<file path="src/rtl/rv32_defs.sv">
// Shared RV32 definitions for the front end: word width, NOP encoding,
// default reset vector and the fetch queue entry layout.
package rv32_defs;

  localparam int XLEN = 32;
  localparam logic [XLEN-1:0] RV_NOP = 32'h0000_0013;
  localparam logic [XLEN-1:0] DEFAULT_RESET_PC = 32'h0000_0000;

  typedef struct packed {
    logic [XLEN-1:0] pc;
    logic [XLEN-1:0] instr;
  } fetch_entry_t;

  // Instruction addresses are always word aligned; low bits are dropped.
  function automatic logic [XLEN-1:0] word_align(input logic [XLEN-1:0] addr);
    return {addr[XLEN-1:2], 2'b00};
  endfunction

endpackage

</file>
<file path="src/rtl/fetch_fifo.sv">
// Two-entry queue of fetched {pc, instr} words. Entry slot0 is always the
// head, so the read side needs no pointer. Reset and flush only clear the
// occupancy; stale slot contents are never visible because occ gates them.
module fetch_fifo
  import rv32_defs::*;
#(
  parameter int DATA_W = 2 * XLEN
) (
  input  logic              clk,
  input  logic              rst_n,
  input  logic              push,
  input  logic [DATA_W-1:0] push_data,
  input  logic              pop,
  input  logic              flush,
  output logic [DATA_W-1:0] head,
  output logic [1:0]        occ
);

  logic [DATA_W-1:0] slot0;
  logic [DATA_W-1:0] slot1;
  logic              pop_ok;
  logic              push_ok;

  assign pop_ok  = pop && (occ != 2'd0);
  assign push_ok = push && ((occ != 2'd2) || pop_ok);
  assign head    = slot0;

  // Occupancy: one push and one pop together leave it unchanged.
  always_ff @(posedge clk) begin
    if (!rst_n || flush) begin
      occ <= 2'd0;
    end else if (push_ok && !pop_ok) begin
      occ <= occ + 2'd1;
    end else if (pop_ok && !push_ok) begin
      occ <= occ - 2'd1;
    end
  end

  // Storage: a pop shifts slot1 forward; a push fills the first free slot.
  always_ff @(posedge clk) begin
    if (pop_ok) begin
      slot0 <= (occ == 2'd2) ? slot1 : push_data;
      if ((occ == 2'd2) && push_ok) begin
        slot1 <= push_data;
      end
    end else if (push_ok) begin
      if (occ == 2'd0) begin
        slot0 <= push_data;
      end else begin
        slot1 <= push_data;
      end
    end
  end

endmodule

</file>
<file path="src/rtl/instr_fetch.sv">
// RV32I fetch stage: owns the PC, issues word reads to a one-cycle-latency
// instruction memory and hands instructions to decode through a 2-entry
// queue. A redirect pulse drops everything in flight and restarts fetch.
module instr_fetch
  import rv32_defs::*;
#(
  parameter logic [XLEN-1:0] RESET_PC = DEFAULT_RESET_PC
) (
  input  logic            clk,
  input  logic            rst_n,
  output logic            imem_en,
  output logic [XLEN-1:0] imem_addr,
  input  logic [XLEN-1:0] imem_rdata,
  input  logic            redirect,
  input  logic [XLEN-1:0] redirect_pc,
  output logic            out_valid,
  input  logic            out_ready,
  output logic [XLEN-1:0] out_instr,
  output logic [XLEN-1:0] out_pc
);

  logic [XLEN-1:0] pc;
  logic            inflight;
  logic [XLEN-1:0] req_pc_p1;
  logic [1:0]      occ;
  logic [2:0]      credit;
  logic            pop;
  logic            push;
  fetch_entry_t    push_entry;
  fetch_entry_t    head;

  // Slots already claimed after this cycle's pop; a new request may only
  // go out if its response is guaranteed a free queue entry.
  assign pop     = out_valid && out_ready;
  assign credit  = {1'b0, occ} + {2'b00, inflight} - {2'b00, pop};
  assign imem_en = rst_n && !redirect && (credit < 3'd2);
  assign imem_addr = pc;

  // A response that lands in a redirect cycle belongs to the old stream.
  assign push       = inflight && !redirect;
  assign push_entry = '{pc: req_pc_p1, instr: imem_rdata};

  assign out_valid = rst_n && (occ != 2'd0);
  assign out_instr = out_valid ? head.instr : RV_NOP;
  assign out_pc    = out_valid ? head.pc : '0;

  // Program counter: reset vector, redirect target, or advance on issue.
  always_ff @(posedge clk) begin
    if (!rst_n) begin
      pc <= RESET_PC;
    end else if (redirect) begin
      pc <= word_align(redirect_pc);
    end else if (imem_en) begin
      pc <= pc + 32'd4;
    end
  end

  // Outstanding-request flag; a redirect or reset orphans any response.
  always_ff @(posedge clk) begin
    if (!rst_n || redirect) begin
      inflight <= 1'b0;
    end else begin
      inflight <= imem_en;
    end
  end

  // Memory stage boundary: remember the address whose data returns next.
  always_ff @(posedge clk) begin
    if (imem_en) begin
      req_pc_p1 <= pc;
    end
  end

  fetch_fifo #(
    .DATA_W(2 * XLEN)
  ) u_fifo (
    .clk      (clk),
    .rst_n    (rst_n),
    .push     (push),
    .push_data(push_entry),
    .pop      (pop),
    .flush    (redirect),
    .head     (head),
    .occ      (occ)
  );

endmodule

</file>
<file path="config.mk">
export PLATFORM = sky130hd
export DESIGN_NAME = instr_fetch
export DESIGN_NICKNAME = d
export VERILOG_FILES = /design/src/rtl/rv32_defs.sv /design/src/rtl/fetch_fifo.sv /design/src/rtl/instr_fetch.sv
export SDC_FILE = /design/constraint.sdc
export NUM_CORES = 1
export LEC_CHECK = 0
export ABC_AREA = 0
export BUFFER_PORTS_ARGS = -buffer_cell sky130_fd_sc_hd__buf_2
export CAP_MARGIN = 5
export CELL_PAD_IN_SITES_DETAIL_PLACEMENT = 1
export CELL_PAD_IN_SITES_GLOBAL_PLACEMENT = 2
export CORE_ASPECT_RATIO = 0.6
export CORE_UTILIZATION = 38
export CTS_CLUSTER_SIZE = 12
export DETAILED_ROUTE_END_ITERATION = 7
export MAX_ROUTING_LAYER = met4
export PLACE_DENSITY = 0.86
export RECOVER_POWER = 100
export SETUP_SLACK_MARGIN = 0.5
export SLEW_MARGIN = 20
export SYNTH_ARGS = -nofsm -noshare
export SYNTH_HDL_FRONTEND = slang
export SYNTH_SLANG_ARGS = --single-unit
</file>
<file path="constraint.sdc">
create_clock -name clk -period 15.65 [get_ports clk]
set_clock_uncertainty 0.15 [all_clocks]
set_input_delay 0.7825 -clock clk [delete_from_list [all_inputs] [get_ports clk]]
set_output_delay 0.7825 -clock clk [all_outputs]
set_load 0.01 [all_outputs]
</file>
# Yosys cells after proc, flatten, opt, wreduce, memory -nomap -nowiden
# Index checks and enable logic that the tools add are counted.
word_totals:
  register_bits: 195
  latch_bits: 0
  ram_bits: 0
  mem_bits_ro: 0
  inputBits: 68
  out_inout_bits: 98
  word_cells: 57
  mem_count: 0
op_classes:
  add_sub_neg: 5
  mul: 0
  div: 0
  magnitude_cmp: 1
  n_eq_ne: 4
  shift: 0
  n_mux: 14
  n_bitwise: 1
  n_reduce_logical: 25
ops:
  columns: ["operator", "n"]
  rows:
  - ["64-bit 2-to-1 mux", 8]
  - ["32-bit 2-to-1 mux", 4]
  - ["32-bit by 3-bit adder with 32-bit output (second input constant)", 1]
  - ["1-bit logical AND", 10]
  - ["2-bit nonzero test", 5]
  - ["1-bit zero test", 4]
  - ["2-bit 2-to-1 mux", 2]
  - ["2-bit inequality test (second input constant)", 2]
  - ["2-bit by 1-bit adder with 3-bit output", 1]
  - ["3-bit by 2-bit less-than comparator with 1-bit output (second input constant)", 1]
  - ["3-bit AND reduction", 1]
  - ["3-bit by 1-bit subtractor with 3-bit output", 1]
  - ["2-bit by 1-bit adder with 2-bit output (second input constant)", 1]
  - ["2-bit == test (second input constant)", 1]
  - ["2-bit zero test", 1]
  - ["1-bit logical OR", 2]
  - ["2-bit by 1-bit inequality test with 1-bit output (second input constant)", 1]
  - ["2-bit AND reduction", 1]
  - ["2-bit OR reduction", 1]
  - ["2-bit by 1-bit subtractor with 2-bit output (second input constant)", 1]
  - ["1-bit inverter", 1]

# Longest topological paths before layout
# Gate-level depths: netlist of the first run.
logic_depth:
  word_depth: 10
  ltp_mapped: 16
  ltp_nobuf: 12

# Cells and area by module
# Synthesis of the first run repeated with hierarchy kept, for this count alone.
unflattened:
  cells_unflattened: 578
  area_unflattened_um2: 8410.6
by_module_without_submodules:
  columns: ["mod", "instances", "cells_each", "area_per_inst_um2", "seq_area_each_um2"]
  rows:
  - ["fetch_fifo", 1, 221, 5124.9, 3883.7]
  - ["instr_fetch", 1, 357, 3285.7, 1521.5]

# Least setup slack after synthesis of the first run
# Ideal clock, no wire load.
synth_path:
  path_kind: "input -> register"
  from: "input redirect"
  to: "register u_fifo.slot0[0] (netlist: u_fifo.head[0]), enable pin"
  setup_ps: 574
  t_arrival_ps: 5579
  t_required_ps: 14926
  path_slack_ps: 9347
  cell_stages: 3
  n_path_buf: 0
  path_cell_list: "clkinv_1 -> nand2_1 -> o31ai_1"
synth_via:
  elab_chain_cells: 5
synth_rtl:
  columns: ["item", "line_no", "text"]
  rows:
  - ["start, declared", "instr_fetch.sv:14", "input logic redirect,"]
  - ["1-bit zero test", "instr_fetch.sv:40", "assign push = inflight && !redirect;"]
  - ["1-bit logical AND", "instr_fetch.sv:40", null]
  - ["1-bit logical AND", "fetch_fifo.sv:25", "assign push_ok = push && ((occ != 2'd2) || pop_ok);"]
  - ["2-bit nonzero test (no source line)", null, null]
  - ["2-bit AND reduction (no source line)", null, null]
  - ["end signal, assigned", "fetch_fifo.sv:42", "slot0 <= (occ == 2'd2) ? slot1 : push_data;"]
  - ["end signal, assigned", "fetch_fifo.sv:48", "slot0 <= push_data;"]
  - ["end, declared", "fetch_fifo.sv:19", "logic [DATA_W-1:0] slot0;"]
# Every way passes these cells.
# A chain may end at the register's enable or synchronous reset.

# Worst setup path after layout of the first run
layout_path:
  from: "input rst_n"
  to: "register pc[31] (netlist: imem_addr[31])"
layout_via:
  elab_chain_cells: 6
  word_cells_on_any_way: 7
  cone_classes: "add/sub: 1; order compare: 1; reduce/logical: 5"
layout_rtl:
  columns: ["item", "line_no", "text"]
  rows:
  - ["start, declared", "instr_fetch.sv:10", "input logic rst_n,"]
  - ["1-bit logical AND", "instr_fetch.sv:43", "assign out_valid = rst_n && (occ != 2'd0);"]
  - ["1-bit logical AND", "instr_fetch.sv:34", "assign pop = out_valid && out_ready;"]
  - ["3-bit by 1-bit subtractor with 3-bit output", "instr_fetch.sv:35", "assign credit = {1'b0, occ} + {2'b00, inflight} - {2'b00, pop};"]
  - ["3-bit by 2-bit less-than comparator with 1-bit output", "instr_fetch.sv:36", "assign imem_en = rst_n && !redirect && (credit < 3'd2);"]
  - ["1-bit logical AND", "instr_fetch.sv:36", null]
  - ["2-bit nonzero test (no source line)", null, null]
  - ["end signal, assigned", "instr_fetch.sv:52", "pc <= word_align(redirect_pc);"]
  - ["end signal, assigned", "instr_fetch.sv:54", "pc <= pc + 32'd4;"]
  - ["end, declared", "instr_fetch.sv:22", "logic [XLEN-1:0] pc;"]
# Several ways; a longest one is shown, not always the timed one.

==> results of run 1 <==
-- path summary, 6_finish.rpt --
| path | start | endpoint | slack [ns] | cells past startpoint |
|---|---|---|---|---|
| min reg2reg | req_pc_p1[26] | u_fifo.slot1[58] | 0.30 | 0 |
| max reg2reg | u_fifo.occ[1] | imem_addr[31] | 6.83 | 12 |
| max | rst_n | imem_addr[31] | 6.64 | 13 |
| min | req_pc_p1[26] | u_fifo.slot1[58] | 0.30 | 0 |
-- layout make-up --
cell class	count	area share, %
Multi-Input combinational cell	437	24.6
Tap cell	273	3.68
Sequential cell	187	56.9
Clock inverter	15	1.79
Timing Repair Buffer	166	7.79
Inverter	14	0.566
Clock buffer	17	4.58
-- per-stage QoR --
stage	hold WS, ns	worst slack (ns)
global route	0.309	5.67
CTS	0.301	10.42
global placement	0.281	10.32
floorplan	0.276	9.35
detailed placement	0.283	10.18
finish	0.300	6.64
-- metal layers --
| metal | part of all wire, % | wire length, um |
|---|---|---|
| met1 | 47 | 9590 |
| met2 | 46 | 9350 |
| met3 | 5.4 | 1090 |
| met4 | 0.83 | 167 |
| met5 | 0 | 0 |
-- Yosys cell counts (2+ instances only) --
cell	n	area [um^2]
nand2_1	209	785
edfxtp_1	154	4620
and2_1	66	413
dfxtp_1	33	661
clkbuf_1	31	116
xnor2_1	19	166
a21oi_1	15	75.1
nand4_1	13	81.3
inv_1	12	45.0
nand3_1	11	55.1
nor2_1	11	41.3
o21ai_0	11	55.1
nor3_1	10	50.1
a31oi_1	8	50.1
nand2b_1	8	50.1
mux2i_1	6	60.1
nor4_1	6	37.5
o22ai_1	5	31.3
buf_4	4	30.0
and4_1	3	26.3
mux2_2	3	33.8
or3_1	3	18.8
or4_1	3	22.5
xor2_1	3	26.3
ha_1	2	25.0
o21a_1	2	15.0
o31ai_1	2	15.0
-- flip-flops by register name, indices dropped and copies added, names as in the netlist --
signal	cells
u_fifo.occ	2
req_pc_p1	30
u_fifo.head	62
imem_addr	30
u_fifo.slot1	62
inflight	1
-- logic make-up after synthesis --
| logic type | synth area share (%) |
|---|---|
| AO/OA/AOI/OAI | 4.16 |
| AND/OR/NAND/NOR | 20.8 |
| XOR/XNOR | 2.47 |
| adder cells (fa/ha/maj) | 0.578 |
| other | 0.0482 |
| multiplexers | 1.21 |
| buffers and inverters | 2.81 |
| flip-flops | 67.9 |
-- worst reg2reg max path, stage by stage, from the launching register on --
cell	delay, ns
dfxtp_1	0.41
o21a_1	0.93
nand3_1	0.43
clkbuf_1	2.25
inv_1	0.32
fa_1	0.82
inv_1	0.09
or3_1	0.67
inv_1	0.21
clkbuf_1	1.54
nand4_1	0.48
o21ai_0	0.30
o31ai_1	0.10
-- power breakdown --
group | switching, W | total, W | leakage, nW | internal (W)
Combinational | 0.0000448 | 0.0000691 | 1.51 | 0.0000243
Sequential | 0.0000152 | 0.000577 | 1.69 | 0.000562
Clock | 0.000195 | 0.000434 | 0.283 | 0.000239
==> impl_metrics.json, run 1 <==
{
  "die_area_mm2": 0.0211,
  "yosysUniqueCellTypes": 47,
  "crit_path_cell_trace": "clkbuf_1 > o21a_1 > nand3_1 > clkbuf_1 > inv_1 > fa_1 > inv_1 > or3_1 > inv_1 > clkbuf_1 > nand4_1 > o21ai_0 > o31ai_1",
  "path_class": "primary input to register",
  "num_antenna_cells": 0,
  "dpl.cell_count": 1077,
  "grtUsageTotal_pct": 20.2,
  "holdBufCountCts": 0,
  "cts_htree_levels": 4,
  "ys.flop_type": "edfxtp_1",
  "multi_input_area_mm2": 0.00229,
  "violations": "max-capacitance violations, max-slew violations",
  "pin_count": 166,
  "cp_top_family": "buffers and inverters",
  "ir_drop_mv": 0.0777,
  "clock_sinks": 187,
  "worstPathRequired_ns": 15.81,
  "slowest_delay_ns": 2.25,
  "hold_viol": 0,
  "syn_area_mm2": 0.00779,
  "drt-total-wl_um": 20200,
  "power.total_w": 0.00108,
  "clkTransAtPathRegs_ns": 0.07,
  "cts_made_buffers": 17,
  "placed_area_mm2": 0.00886,
  "post-route-period-util_pct": 57.6,
  "via_per_inst": 4.95,
  "grt_max_degree": 66,
  "slew_headroom_pct": -111,
  "hp-class": "register to register",
  "worstMarginPinSlew_ns": 3.16,
  "clk-insertion-delay-late_ns": 0.43,
  "ant_nets": 0,
  "start_util_pct": 38.9,
  "drcViolationCount": 0,
  "dpl.hpwl_um": 13700,
  "rsz0062_at_grt": "no",
  "drt_iter0_drc": 308,
  "gp_congestion": 0.817,
  "critPathBufInv": 6,
  "synth-seq-cells": 187,
  "ys_warn_count": 0,
  "grt_overflow": 0,
  "yosysSeqAreaShare_pct": 67.9,
  "seqCellArea_mm2": 0.00529,
  "rows": 40,
  "post_cts_resize_count": 0,
  "wl_per_cell_um": 18.2,
  "arrival_ns": 9.17,
  "setup_viol": 0,
  "status": "finished, violations left",
  "io_buffers": 159,
  "grt_use_met3_pct": 4.13,
  "setup_tns_ns": 0,
  "critical-path-slowest-cell": "clkbuf_1",
  "fmax_mhz": 111,
  "cap_violations": 6,
  "final_cells": 1109,
  "async_flop_share_pct": 0,
  "power.density_mw_per_mm2": 116,
  "cp-end-kind": "register",
  "top_usage_layer": "met2",
  "die_w_um": 187,
  "cts_tree": "built",
  "fin_area_mm2": 0.00928,
  "drv_slew": 327,
  "postCtsSetupBuffers": 0,
  "post-route-util_pct": 46.4,
  "die_h_um": 113,
  "final_nets": 894,
  "grtUsageMet2_pct": 31.5,
  "critPathMaxFanout": 65,
  "grt_pass1_vias": 5631,
  "cts_buffer_depth": 2,
  "start_kind": "primary input",
  "cts-root-buf": "clkbuf_16",
  "netlist_instances": 673,
  "synth_edf_count": 154,
  "mostFrequentLayoutCells": "nand2_1 (209), edfxtp_1 (154), clkbuf_1 (86)",
  "synthToLayoutAreaGrowth_pct": 19.2,
  "period_needed_ns": 9.01,
  "drive_above_1_share_pct": 13.9,
  "grt_pass1_wl_um": 31500,
  "antenna_found_initial": 0,
  "p_leak_nw": 3.48,
  "met1_usage_pct": 27.2,
  "nFillCells": 2249,
  "avgSynthCellArea_um2": 11.6,
  "final_common_cell": "nand2_1",
  "via_count": 5490,
  "core_mm2": 0.0200,
  "firstDrtPassIters": 5
}
No activity file was read; power rests on OpenSTA's default activity.
==> run 2, diff against run 1 <==
- CORE_UTILIZATION: 38 -> 32
- PLACE_DENSITY: 0.86 -> 0.77
- clock period: 15.65 -> 8.2 ns (I/O delays scaled with it)
==> impl_metrics.json, run 2 (synthesized netlist as in run 1, its figures left out) <==
{
  "drcViolationCount": 0,
  "synthToLayoutAreaGrowth_pct": 23.3,
  "firstDrtPassIters": 6,
  "final_nets": 920,
  "num_antenna_cells": 0,
  "setup_tns_ns": 0,
  "hold_viol": 0,
  "dp_slack_ns": 3.17,
  "antenna_found_initial": 0,
  "fmax_mhz": 161,
  "drt-total-wl_um": 21200,
  "post-route-period-util_pct": 75.9,
  "clk-insertion-delay-late_ns": 0.45,
  "cts_tree": "built",
  "clockPowerShare_pct": 40.7,
  "cts_buffer_depth": 2,
  "worstMarginPinSlew_ns": 2.82,
  "core_mm2": 0.0235,
  "period_needed_ns": 6.22,
  "critPathMaxFanout": 65,
  "p_leak_nw": 3.56,
  "die_area_mm2": 0.0250,
  "cts_htree_levels": 4,
  "start_util_pct": 33.2,
  "path_class": "register to register",
  "power_frac_comb_pct": 6.7,
  "slew_headroom_pct": -87.7,
  "grt_overflow": 0,
  "violations": "max-capacitance violations, max-slew violations",
  "critPathBufInv": 1,
  "critical-path-slowest-cell": "a21oi_1",
  "post_cts_resize_count": 0,
  "drt_iter0_drc": 261,
  "cts-root-buf": "clkbuf_16",
  "cp-end-kind": "register",
  "ir_drop_mv": 0.146,
  "clock_sinks": 187,
  "via_count": 5537,
  "mostFrequentLayoutCells": "nand2_1 (209), edfxtp_1 (154), clkbuf_1 (103)",
  "p_int_w": 0.00161,
  "status": "finished, violations left",
  "pwr-share-seq_pct": 52.6,
  "post-route-util_pct": 40.9,
  "pin_count": 166,
  "drv_slew": 127,
  "start_kind": "register",
  "rsz0062_at_grt": "no",
  "p_switching_w": 0.000482,
  "setup_viol": 0,
  "grt_max_degree": 66,
  "via_per_inst": 4.70,
  "postLayoutSetupSlackWorst_ns": 1.98,
  "hp-class": "primary input to register",
  "nFillCells": 2644,
  "worstPathRequired_ns": 8.07,
  "cts_made_buffers": 17,
  "power.density_mw_per_mm2": 218,
  "clkTransAtPathRegs_ns": 0.07,
  "dpl.hpwl_um": 13800,
  "crit_path_cell_trace": "o21a_2 > nand3_4 > a21oi_1 > clkbuf_1",
  "wl_per_cell_um": 18.0,
  "io_buffers": 159,
  "cap_violations": 4,
  "die_w_um": 203,
  "die_h_um": 123,
  "rows": 43,
  "grt_pass1_vias": 5603,
  "arrival_ns": 6.09,
  "swShare_pct": 23.0,
  "grt_pass1_wl_um": 32700,
  "slowest_delay_ns": 2.37,
  "drive_above_1_share_pct": 11.9,
  "ant_nets": 0,
  "gp_congestion": 0.768,
  "grtUsageTotal_pct": 18.3,
  "final_common_cell": "nand2_1",
  "cp_top_family": "compound AO/OA/AOI/OAI gates"
}
## run 2: cell count changes in the layout (fill, tap and decap cells not counted), moves of 10 or more
cell and change:
dlygate4sd3_1 +26, clkbuf_1 +17, buf_2 -16, and2_0 -10, and2_1 +10
## run 2: what timing repair did
action / CTS / global route
setup buffers: 0 / 0
hold buffers: 26 / 0
hold endpoints to repair: 26 / 0
## run 2: area by class of cell
type	count	area, um^2	share of cell area, %
clock buffers	21	450	4.69
flip-flops and latches	187	5290	55.1
well taps	315	394	4.11
multi-input cells	437	2300	24.0
repair buffers	192	971	10.1
clock inverters	11	144	1.50
inverters	14	52.6	0.548
## run 2: path summary, 6_finish.rpt
check / end / slack, ns / cells past startpoint / start
hold / removal: u_fifo.slot1[7] / 0.06 / 1 / imem_rdata[7]
hold reg to reg: u_fifo.slot1[61] / 0.29 / 0 / req_pc_p1[29]
setup reg to reg: u_fifo.slot1[9] / 1.98 / 4 / u_fifo.occ[1]
setup / recovery: u_fifo.slot1[9] / 1.98 / 4 / u_fifo.occ[1]
## run 2: power by group through the flow
stage,Combinational (W),Clock [W],Sequential (W)
finish,0.000141,0.000853,0.00110
global route,0.000159,0.000902,0.00111
CTS,0.000151,0.000872,0.00110
detailed placement,0.000140,0,0.00112
global placement,0.000137,0,0.00112
floorplan,0.0000747,0,0.00112
## run 2: metal layers
| layer | part of all wire, % | track usage [%] | vias up |
|---|---|---|---|
| li1 | - | - | 2671 |
| met1 | 51 | 25.2 | 2732 |
| met2 | 43 | 26.3 | 108 |
| met3 | 4.3 | 4.43 | 26 |
| met4 | 1.5 | 5.78 | 0 |
| met5 | 0 | - | - |
## run 2: stage by stage
stage          power, W  cell area [um^2]  hold slack [ns]  cells
2_1_floorplan   0.00119              7800            0.276    676
3_3_place_gp    0.00126              8910            0.279   1119
3_5_place_dp    0.00126              8910            0.285   1119
4_1_cts         0.00212              9770          0.00237   1177
5_1_grt         0.00217              9600           0.0456   1177
6_report        0.00210              9600           0.0639   1177
